<file path="src/rtl/vga_timing_pkg.sv">
// Shared VGA timing definitions: mode encodings, per-mode active-area tables
// and the mode-sequencer state encoding. The sync generator uses the same tables.
package vga_timing_pkg;

    localparam logic [1:0] MODE_640X480  = 2'd0;
    localparam logic [1:0] MODE_768X576  = 2'd1;
    localparam logic [1:0] MODE_800X600  = 2'd2;
    localparam logic [1:0] MODE_1024X768 = 2'd3;

    // Indexed by the mode encoding above.
    localparam logic [9:0]  V_ACTIVE_LINES  [4] = '{10'd480, 10'd576, 10'd600, 10'd768};
    localparam logic [10:0] H_ACTIVE_PIXELS [4] = '{11'd640, 11'd768, 11'd800, 11'd1024};

    typedef enum logic [1:0] {
        HOLD     = 2'd0,
        SETTLE   = 2'd1,
        RUN      = 2'd2,
        WAIT_VBL = 2'd3
    } seq_state_e;

    function automatic logic in_vblank(input logic [1:0] m, input logic [9:0] v);
        return v >= V_ACTIVE_LINES[m];
    endfunction

endpackage

</file>
<file path="src/rtl/vga_mode_sequencer.sv">
// Sequences VGA mode changes: waits for vertical blank, blanks the pixel path,
// holds the sync generator in reset, then waits for the monitor to re-lock.
module vga_mode_sequencer
    import vga_timing_pkg::*;
#(
    parameter int DEFAULT_MODE  = 3,
    parameter int HOLD_CYCLES   = 16,
    parameter int SETTLE_FRAMES = 2
) (
    input  logic        clk,
    input  logic        reset,
    input  logic        req_valid,
    input  logic [1:0]  req_mode,
    output logic        req_ready,
    input  logic [10:0] hpos,
    input  logic [9:0]  vpos,
    output logic [1:0]  mode,
    output logic        gen_reset,
    output logic        blank,
    output logic        done
);

    localparam logic [1:0] RESET_MODE = 2'(DEFAULT_MODE);
    localparam logic [7:0] LAST_HOLD  = 8'(HOLD_CYCLES - 1);
    localparam logic [3:0] LAST_FRAME = 4'(SETTLE_FRAMES - 1);

    seq_state_e state_q, state_d;
    logic [7:0] hold_cnt_q, hold_cnt_d;
    logic [3:0] frame_cnt_q, frame_cnt_d;
    logic [1:0] mode_q, mode_d;
    logic [1:0] target_q, target_d;
    logic       gen_reset_q, gen_reset_d;
    logic       blank_q, blank_d;
    logic       req_ready_q, req_ready_d;
    logic       done_q, done_d;
    logic       pending_q, pending_d;

    logic frame_start;

    // The generator counters sit at 0 while held, so the first released cycle counts.
    assign frame_start = !gen_reset_q && (hpos == 11'd0) && (vpos == 10'd0);

    always_comb begin
        // NOTE: every signal written here gets a default first, so no path can infer a latch.
        state_d     = state_q;
        hold_cnt_d  = hold_cnt_q;
        frame_cnt_d = frame_cnt_q;
        mode_d      = mode_q;
        target_d    = target_q;
        gen_reset_d = gen_reset_q;
        blank_d     = blank_q;
        req_ready_d = req_ready_q;
        pending_d   = pending_q;
        done_d      = 1'b0;

        unique case (state_q)
            HOLD: begin
                if (hold_cnt_q == LAST_HOLD) begin
                    gen_reset_d = 1'b0;
                    frame_cnt_d = 4'd0;
                    state_d     = SETTLE;
                end else begin
                    hold_cnt_d = hold_cnt_q + 8'd1;
                end
            end

            SETTLE: begin
                if (frame_start) begin
                    if (frame_cnt_q == LAST_FRAME) begin
                        blank_d     = 1'b0;
                        req_ready_d = 1'b1;
                        done_d      = pending_q;
                        pending_d   = 1'b0;
                        state_d     = RUN;
                    end else begin
                        frame_cnt_d = frame_cnt_q + 4'd1;
                    end
                end
            end

            RUN: begin
                if (!req_ready_q) begin
                    // Only a same-mode request leaves RUN not ready; re-arm after its done pulse.
                    req_ready_d = 1'b1;
                end else if (req_valid) begin
                    req_ready_d = 1'b0;
                    target_d    = req_mode;
                    if (req_mode == mode_q) begin
                        done_d = 1'b1;
                    end else begin
                        blank_d   = 1'b1;
                        pending_d = 1'b1;
                        state_d   = WAIT_VBL;
                    end
                end
            end

            WAIT_VBL: begin
                // Blanking is judged against the outgoing mode's active height.
                if (in_vblank(mode_q, vpos)) begin
                    mode_d      = target_q;
                    gen_reset_d = 1'b1;
                    hold_cnt_d  = 8'd0;
                    state_d     = HOLD;
                end
            end

            default: state_d = HOLD;
        endcase
    end

    always_ff @(posedge clk or posedge reset) begin
        if (reset) begin
            state_q     <= HOLD;
            hold_cnt_q  <= 8'd0;
            frame_cnt_q <= 4'd0;
            mode_q      <= RESET_MODE;
            target_q    <= RESET_MODE;
            gen_reset_q <= 1'b1;
            blank_q     <= 1'b1;
            req_ready_q <= 1'b0;
            done_q      <= 1'b0;
            pending_q   <= 1'b0;
        end else begin
            // NOTE: state registers use non-blocking assignment so all flops update from pre-edge values.
            state_q     <= state_d;
            hold_cnt_q  <= hold_cnt_d;
            frame_cnt_q <= frame_cnt_d;
            mode_q      <= mode_d;
            target_q    <= target_d;
            gen_reset_q <= gen_reset_d;
            blank_q     <= blank_d;
            req_ready_q <= req_ready_d;
            done_q      <= done_d;
            pending_q   <= pending_d;
        end
    end

    assign mode      = mode_q;
    assign gen_reset = gen_reset_q;
    assign blank     = blank_q;
    assign req_ready = req_ready_q;
    assign done      = done_q;

endmodule

</file>
<file path="config.mk">
export PLATFORM = sky130hd
export DESIGN_NAME = vga_mode_sequencer
export DESIGN_NICKNAME = d
export VERILOG_FILES = /design/src/rtl/vga_timing_pkg.sv /design/src/rtl/vga_mode_sequencer.sv
export SDC_FILE = /design/constraint.sdc
export NUM_CORES = 1
export LEC_CHECK = 0
export CAP_MARGIN = 20
export CORE_ASPECT_RATIO = 1.1
export CORE_UTILIZATION = 54
export CTS_BUF_LIST = sky130_fd_sc_hd__clkbuf_8
export DETAILED_ROUTE_END_ITERATION = 16
export PLACE_DENSITY = 0.82
export SETUP_SLACK_MARGIN = 0.05
export SYNTH_ARGS = -nofsm -noshare
export SYNTH_HDL_FRONTEND = slang
export SYNTH_SLANG_ARGS = --single-unit
</file>
<file path="constraint.sdc">
create_clock -name clk -period 3.3 [get_ports clk]
set_clock_uncertainty 0.05 [all_clocks]
set_input_delay 0.825 -clock clk [delete_from_list [all_inputs] [get_ports clk]]
set_output_delay 0.825 -clock clk [all_outputs]
set_load 0.01 [all_outputs]
</file>
==> After elaboration in Yosys (flattened, before gate mapping) <==
Index checks and enable logic that the tools add are counted.
{ "word_totals": {"reg_bits": 23, "in_bits": 26, "output_inout_bits": 6, "word_cells": 85} }
{ "op_classes": {"addsub": 2, "magnitude_cmp": 2, "eq_ne": 15, "n_mux": 38, "bitwise": 1, "reduce_logical": 17} }
{ "op_table": {"columns": ["operator", "n"], "rows": [
  ["binary-select mux 10 bit (select 2 bit)", 1],
  ["2-to-1 mux 10 bit", 2],
  ["!= test 2 bit, second input constant", 9],
  ["2-to-1 mux 1 bit", 16],
  ["2-to-1 mux 8 bit", 2],
  ["case mux 8 bit (2 select lines)", 1],
  ["2-to-1 mux 2 bit", 7],
  ["2-to-1 mux 4 bit", 3],
  ["AND reduction 3 bit", 4],
  ["zero test 11 bit", 1],
  ["greater-or-equal comparator 10 bit", 1],
  ["zero test 10 bit", 1],
  ["adder 8 x 1 -> 8 bit, second input constant", 1],
  ["== test 8 x 4 -> 1 bit, second input constant", 1],
  ["case mux 1 bit (2 select lines)", 4],
  ["case mux 2 bit (4 select lines)", 1],
  ["case mux 4 bit (2 select lines)", 1],
  ["AND reduction 7 bit", 1],
  ["AND reduction 6 bit", 1],
  ["nonzero test 2 bit", 3],
  ["adder 4 x 1 -> 4 bit, second input constant", 1],
  ["== test 2 bit, second input constant", 2],
  ["== test 4 x 1 -> 1 bit, second input constant", 1],
  ["AND reduction 4 bit", 1],
  ["other kinds (8)", 9]
]} }

==> Longest topological paths before layout <==
Gate-level depths: netlist of the first run.
{ "depth": {"word_depth": 7, "ltp_mapped": 9, "ltp_nobuf": 9} }

==> Worst setup path after synthesis of the first run <==
OpenSTA, ideal clock, no wires.
{ "synth_timing": {"kind": "reg2reg", "startpoint": "register mode_q[0] (netlist: mode[0])", "endpoint": "register mode_q[0] (netlist: mode[0])", "arrival_ps": 2252, "required_ps": 3168, "slack_ps": 916, "stages_incl_launch_ff": 9, "path_buffers": 0, "cell_sequence": "dfstp_2 -> inv_1 -> ha_1 -> ha_1 -> a21o_1 -> a21oi_1 -> inv_1 -> o21ai_1 -> mux2_2"} }
{ "synth_via": {"elab_chain_len": 6} }
{ "synth_lines": {"columns": ["element", "line", "source"], "rows": [
  ["from (decl)", "vga_mode_sequencer.sv:30", "logic [1:0] mode_q, mode_d;"],
  ["from (signal assigned)", "vga_mode_sequencer.sv:129", "mode_q <= mode_d;"],
  ["inverter 2 -> 3 bit (implied by the code)", "vga_timing_pkg.sv:22", "return v >= V_ACTIVE_LINES[m];"],
  ["binary-select mux 10 bit (select 2 bit)", "vga_timing_pkg.sv:22", null],
  ["2-to-1 mux 10 bit (implied by the code) (2 in a row)", "vga_timing_pkg.sv:22", null],
  ["greater-or-equal comparator 10 bit", "vga_timing_pkg.sv:22", null],
  ["AND reduction 2 bit (no source line)", null, null]
]} }
Every way passes these cells. The select of a mux whose other input is x is not followed.
A chain may end at the register's enable or synchronous reset.

==> Final worst setup path of the first run <==
{ "layout_timing": {"startpoint": "input port vpos[4]", "endpoint": "register pending_q"} }
{ "layout_via": {"elab_chain_len": 4} }
{ "layout_lines": {"columns": ["element", "line", "source"], "rows": [
  ["from (decl)", "vga_mode_sequencer.sv:16", "input logic [9:0] vpos,"],
  ["zero test 10 bit", "vga_mode_sequencer.sv:41", "assign frame_start = !gen_reset_q && (hpos == 11'd0) && (vpos == 10'd0);"],
  ["logical AND 1 bit", "vga_mode_sequencer.sv:41", null],
  ["!= test 2 bit (no source line)", null, null],
  ["AND reduction 6 bit (no source line)", null, null],
  ["to (signal assigned)", "vga_mode_sequencer.sv:135", "pending_q <= pending_d;"],
  ["to (decl)", "vga_mode_sequencer.sv:36", "logic pending_q, pending_d;"]
]} }
Every way passes these cells.

==> results of run 1 <==
power groups by stage:
stage	clock, mW	combinational [mW]	sequential, mW
after floorplan	0	0.616	0.486
after global placement	0	0.835	0.485
after detailed placement	0	0.888	0.495
after CTS	0.178	0.892	0.489
after global routing	0.186	1.01	0.507
final	0.177	0.902	0.491
sequential cells by signal (all words and copies together), names as in the netlist:
name and cells:
hold_cnt_q 8, frame_cnt_q 4, mode 2, state_q 2, target_q 2, blank 1, done 1, gen_reset 1
pending_q 1, req_ready 1
final cells by class:
cell class                 instances  area [um^2]  share of cell area [%]
multi-input combinational        139         1040                    49.6
clock inverter                     1         5.00                   0.239
clock buffer                       3         41.3                    1.97
tap                               34         42.5                    2.03
inverter                          18         67.6                    3.22
timing repair buffer              32          318                    15.2
sequential                        23          583                    27.8
worst reg2reg max path: stages (launching register included):
cell and delay (ps):
dfstp_2 580, inv_1 90, ha_1 300, ha_1 320, a21o_1 190, a21oi_1 320
inv_1 120, o21ai_1 200, mux2_2 360
cells by family after synthesis:
logic type,after synthesis
AND/OR/NAND/NOR,50
adder cells (fa/ha/maj),18
flip-flops,23
AO/OA/AOI/OAI,64
buffers and inverters,23
multiplexers,5
XOR/XNOR,2
metal layers:
layer	routed length, um	track usage [%]	up-vias
met5	0	0	-
met4	39	9.64	0
met3	159	4.62	6
met2	2130	49.6	38
met1	1710	30.6	776
li1	-	-	760
stage by stage:
| stage | util [%] | std cells | hold WS (ps) | area [um^2] |
|---|---|---|---|---|
| detailed placement | 67.8 | 246 | 429 | 2050 |
| CTS | 69.4 | 250 | 441 | 2100 |
| finish | 69.4 | 250 | 439 | 2100 |
| floorplan | - | 185 | 422 | 1710 |
| global route | 69.4 | 250 | 456 | 2100 |
| global placement | 67.8 | 246 | 408 | 2050 |
cell usage in the layout (no fill, tap or decap), drive strengths merged, types with 2 or more instances in the layout:
cell	n
o21ai	12
inv	18
and3	2
clkbuf	3
a31o	2
a21oi	18
nand2b	2
nor3	6
clkdlybuf4s50	31
a31oi	5
nand2	6
dfrtp	17
a41o	3
nor2	11
nand4	6
dfstp	6
a21o	3
and2	2
o221ai	2
mux2	4
o22ai	3
a22o	2
a41oi	2
xor2	2
o31ai	3
nor4	5
o2bb2ai	2
nand3	6
ha	18
path summary, 6_finish.rpt:
| check | end | slack [ps] | depth (start not counted) |
|---|---|---|---|
| min | blank$_DFFE_PP1P_ | 440 | 2 |
| max reg2reg | mode[1]$_DFFE_PP1P_ | 710 | 8 |
| max in group asynchronous | done$_DFF_PP0_ | 1690 | 2 |
| min in group asynchronous | hold_cnt_q[4]$_DFFE_PP0P_ | 980 | 2 |
| min reg2reg | blank$_DFFE_PP1P_ | 440 | 2 |
| max | pending_q$_DFFE_PP0P_ | 630 | 6 |
==> impl_metrics.csv, run 1 <==
group,metric,value,unit
run_status,status,"completed",
clocking,clock_sinks,23,
cells_and_area,drive_gt1_share,11.1,%
critical_path,r2r-start,"mode[0]$_DFFE_PP1P_",
synth,yosysSeqAreaShare,34.1,%
sta,fmax,374,MHz
power_and_ir_drop,power_density,749,mW/mm^2
floorplan,start_util,56.6,%
sta,finalHoldViolCount,0,
place,portBuffers,31,
global_route,grt_usage,26.3,%
synth,yosysTopAreaCell,"dfrtp_1",
critical_path,crit_fanout,6,
floorplan,rows,21,
synth,synthTopCellsByArea,"dfrtp_1 (25%), ha_1 (13%), dfstp_2 (9.2%)",
sta,tns,0,ps
power_and_ir_drop,power,1.57,mW
synth,synth_top_area_share,24.9,%
power_and_ir_drop,switching_share,44.1,%
synth,synthMuxAreaShare,3.22,%
power_and_ir_drop,p_leak,0.904,nW
critical_path,path_delay_family,"simple AND/OR/NAND/NOR gates",
synth,synthXorXnorAreaFrac,1.02,%
critical_path,critPathCaptureType,"register",
power_and_ir_drop,p_clk_share,11.3,%
min_path,min_from,"blank$_DFFE_PP1P_",
synth,synth.net_count,229,
clocking,holdBufCountCts,0,
route,vias,1580,
global_route,overflow,0,
route,drt_wl_total,4050,um
synth,synth-edff-count,0,
critical_path,worstPathCellList,"clkdlybuf4s50_1, nor4_2, nand4_2, or4_1, a21o_1, a21oi_1",
global_route,grt_pass1_wl,7020,um
clocking,clkLatencyLatePin,270,ps
cells_and_area,fillers,239,
clocking,cts_setup_buffers,0,
critical_path,critPathBufInv,1,
synth,synth.distinct_cells,47,
route,dr.pass1.iters,4,
synth,ys_warn_count,0,
global_route,antenna_found_initial,0,
synth,synth_compound_area_share,24.7,%
synth,yosys-top-cells-count,"a21oi_1 (18), ha_1 (18), inv_1 (18), dfrtp_1 (17)",
route,antenna_left,0,
synth,synth-adder-area-share,13.2,%
sta,period_needed,2670,ps
sta,min_period_over_period,81.0,%
place,place_congestion,0.807,
critical_path,crit_start,"vpos[4]",
route,wl_per_cell,16.2,um
critical_path,arrival,2820,ps
clocking,clockRootBuffer,"clkbuf_8",
power_and_ir_drop,comb_power_share,57.5,%
clocking,cts.path.max_buffers,2,
synth,synth-simple-area-share,18.6,%
clocking,htreeDepth,1,
clocking,numCtsBuffers,3,
place,place_hpwl,3260,um
synth,synth_top_family_by_area,"compound AO/OA/AOI/OAI gates",
floorplan,die_w,55.7,um
critical_path,max_stage_delay,530,ps
synth,synth-main-ff-cell,"dfrtp_1",
flow_run,cap_violations,0,
sta,relSlewSlack,42.9,%
sta,setup_violations,0,
synth,postSynth.asyncResetShare,100,%
place,dp_slack,379,ps
clocking,path_clk_slew,90,ps
route,via_per_inst,6.32,
power_and_ir_drop,switchingPower,0.693,mW
sta,drv_slew,0,
critical_path,critPathKind,"in -> reg",
clocking,ctsResizeCount,0,
cells_and_area,fin_nets,261,
min_path,hp-class,"reg -> reg",
critical_path,critPathLaunchType,"input pin",
synth,synth-seq-cells,23,
sta,tightestPinTransition,855,ps
route,drc,0,
global_route,grt_max_degree,24,
floorplan,die_area,0.00340,mm^2
sta,setup_slack,628,ps
floorplan,die_y,61.0,um
sta,rsz0062_at_grt,"false",
floorplan,core_area,0.00302,mm^2
power_and_ir_drop,intPower,0.877,mW
cells_and_area,area_delta_synth_final,22.5,%
critical_path,crit_slowest_cell,"or4_1",
route,drt-initial-drc-count,85,
global_route,grt_pass1_vias,1595,
synth,avgSynthCellArea,9.25,um^2
synth,synthCells,185,
floorplan,io_pins,32,
critical_path,critPathRequiredTime,3450,ps
cells_and_area,antenna_cells,0,
synth,syn_area,0.00171,mm^2
clocking,cts_tree,"yes",
power_and_ir_drop,power_frac_seq,31.3,%
power_and_ir_drop,ir_worst_vdd,503,uV
(Power assumes the default switching activity.)
==> inputs of run 2 (changes only) <==
Settings changed: CORE_UTILIZATION 54 to 49, PLACE_DENSITY 0.82 to 0.79.
Clock period 3.3 ns to 2.45 ns, I/O delays scaled along.
==> run 2 against run 1 <==
Sequential power increased by 31%. Combinational power increased by 57%. Critical path type is now reg -> reg. Worst setup slack got worse by 480 ps. Final cell count increased by 13%. Largest power group unchanged. Sequential share of layout area decreased by 2.5 points.
==> impl_metrics.csv, run 2 (synthesis gave the netlist of run 1 again) <==
group,metric,value,unit
floorplan,start_util,51.4,%
sta,finalHoldViolCount,0,
global_route,grt_usage,24.0,%
global_route,grt_pass1_wl,7000,um
power_and_ir_drop,ir_worst_vdd,584,uV
clocking,clkLatencyLatePin,260,ps
floorplan,die_area,0.00373,mm^2
place,portBuffers,31,
clocking,cts_tree,"yes",
route,drt_wl_total,4260,um
min_path,hp-class,"reg -> reg",
sta,setup_violations,0,
cells_and_area,fillers,256,
cells_and_area,reg_top3,"hold_cnt_q (8), frame_cnt_q (4)",
flow_run,cap_violations,0,
floorplan,die_w,58.3,um
critical_path,critPathKind,"reg -> reg",
critical_path,crit_fanout,3,
global_route,grt_max_degree,24,
route,wl_per_cell,15.0,um
sta,tns,0,ps
route,vias,1656,
sta,rsz0062_at_grt,"false",
route,drt-initial-drc-count,52,
floorplan,core_area,0.00333,mm^2
cells_and_area,multi_input_area,0.00109,mm^2
cells_and_area,area_delta_synth_final,34.7,%
route,drc,0,
critical_path,critPathCaptureType,"register",
critical_path,critPathRequiredTime,2560,ps
floorplan,rows,22,
clocking,numCtsBuffers,3,
cells_and_area,largest_reg_flops,8,
cells_and_area,drive_gt1_share,20.9,%
clocking,path_clk_slew,80,ps
clocking,clock_sinks,23,
cells_and_area,largest_register,"hold_cnt_q",
clocking,cts_setup_buffers,0,
cells_and_area,fin_cells,283,
critical_path,critPathLaunchType,"register",
sta,min_period_over_period,94.1,%
clocking,htreeDepth,1,
clocking,clockRootBuffer,"clkbuf_8",
global_route,overflow,0,
floorplan,die_y,64.0,um
sta,period_needed,2300,ps
clocking,cts.path.max_buffers,2,
cells_and_area,antenna_cells,0,
global_route,grt_pass1_vias,1623,
cells_and_area,final_util,69.2,%
clocking,holdBufCountCts,0,
power_and_ir_drop,power,2.29,mW
cells_and_area,fin_nets,280,
floorplan,io_pins,32,
place,place_congestion,0.857,
cells_and_area,layout.cells.most_common,"clkdlybuf4s50_1",
cells_and_area,mostFrequentLayoutCells,"clkdlybuf4s50_1 (31), buf_4 (20), inv_1 (19)",
sta,setup_slack,145,ps
sta,drv_slew,0,
power_and_ir_drop,power_density,995,mW/mm^2
sta,fmax,434,MHz
power_and_ir_drop,p_leak,1.00,nW
route,dr.pass1.iters,4,
route,antenna_left,0,
critical_path,arrival,2410,ps
sta,relSlewSlack,74.4,%
sta,tightestPinTransition,383,ps
cells_and_area,regArea,583,um^2
run_status,status,"completed",
global_route,antenna_found_initial,0,
place,place_hpwl,3360,um
route,via_per_inst,5.85,
place,placed_cells,279,
place,dp_slack,-240,ps
==> run 2: timing repair <==
item | 4_1_cts | 5_1_grt
cloned | 0 | 0
pin swaps | 0 | 1
endpoints found under the setup margin | 7 | 11
resized for setup | 3 | 8
==> run 2: path summary, 6_finish.rpt <==
path                                        from                         end  slack [ps]  cells past startpoint
setup / recovery             mode[0]$_DFFE_PP1P_      state_q[1]$_DFFE_PP0P_         150                     10
hold reg to reg            gen_reset$_DFFE_PP1P_       gen_reset$_DFFE_PP1P_         450                      2
setup reg to reg             mode[0]$_DFFE_PP1P_      state_q[1]$_DFFE_PP0P_         150                     10
hold / removal             gen_reset$_DFFE_PP1P_       gen_reset$_DFFE_PP1P_         450                      2
max in group asynchronous                  reset         mode[1]$_DFFE_PP1P_        1430                      3
min in group asynchronous                  reset  frame_cnt_q[0]$_DFFE_PP0P_         630                      3
==> run 2: worst max-delay path: stages, from the launching register on <==
cell and delay (ps):
dfstp_2 540, inv_1 70, ha_1 330, ha_4 290, a21o_1 140, a21oi_2 70
buf_4 130, buf_4 130, nand3_1 100, o221ai_1 120, a31o_2 230
==> run 2: per-stage QoR <==
stage               instance area, um^2  hold slack (ps)
global placement                   2210              409
detailed placement                 2210              428
finish                             2300              445
CTS                                2270              440
global route                       2300              454
floorplan                          1710              422
==> run 2: final cells by class <==
| cell class | instances | area share, % |
|---|---|---|
| Clock buffer | 3 | 1.79 |
| Clock inverter | 1 | 0.163 |
| Inverter | 18 | 2.93 |
| Multi-Input combinational cell | 139 | 47.2 |
| Sequential cell | 23 | 25.3 |
| Tap cell | 48 | 2.61 |
| Timing Repair Buffer | 51 | 20.0 |
==> run 2: metal layers <==
layer	vias up	GRT usage [%]	part of all wire, %
li1	799	-	-
met1	789	28.1	41
met2	60	44.4	52
met3	8	2.02	4.9
met4	0	9.23	1.9
met5	-	0	0
==> run 2: power breakdown <==
part / leakage, nW / switching (mW) / total [mW] / internal (mW)
clock network: 0.0269 / 0.119 / 0.231 / 0.112
logic: 0.697 / 0.748 / 1.42 / 0.668
registers: 0.281 / 0.112 / 0.644 / 0.532
total: 1.00 / 0.979 / 2.29 / 1.31
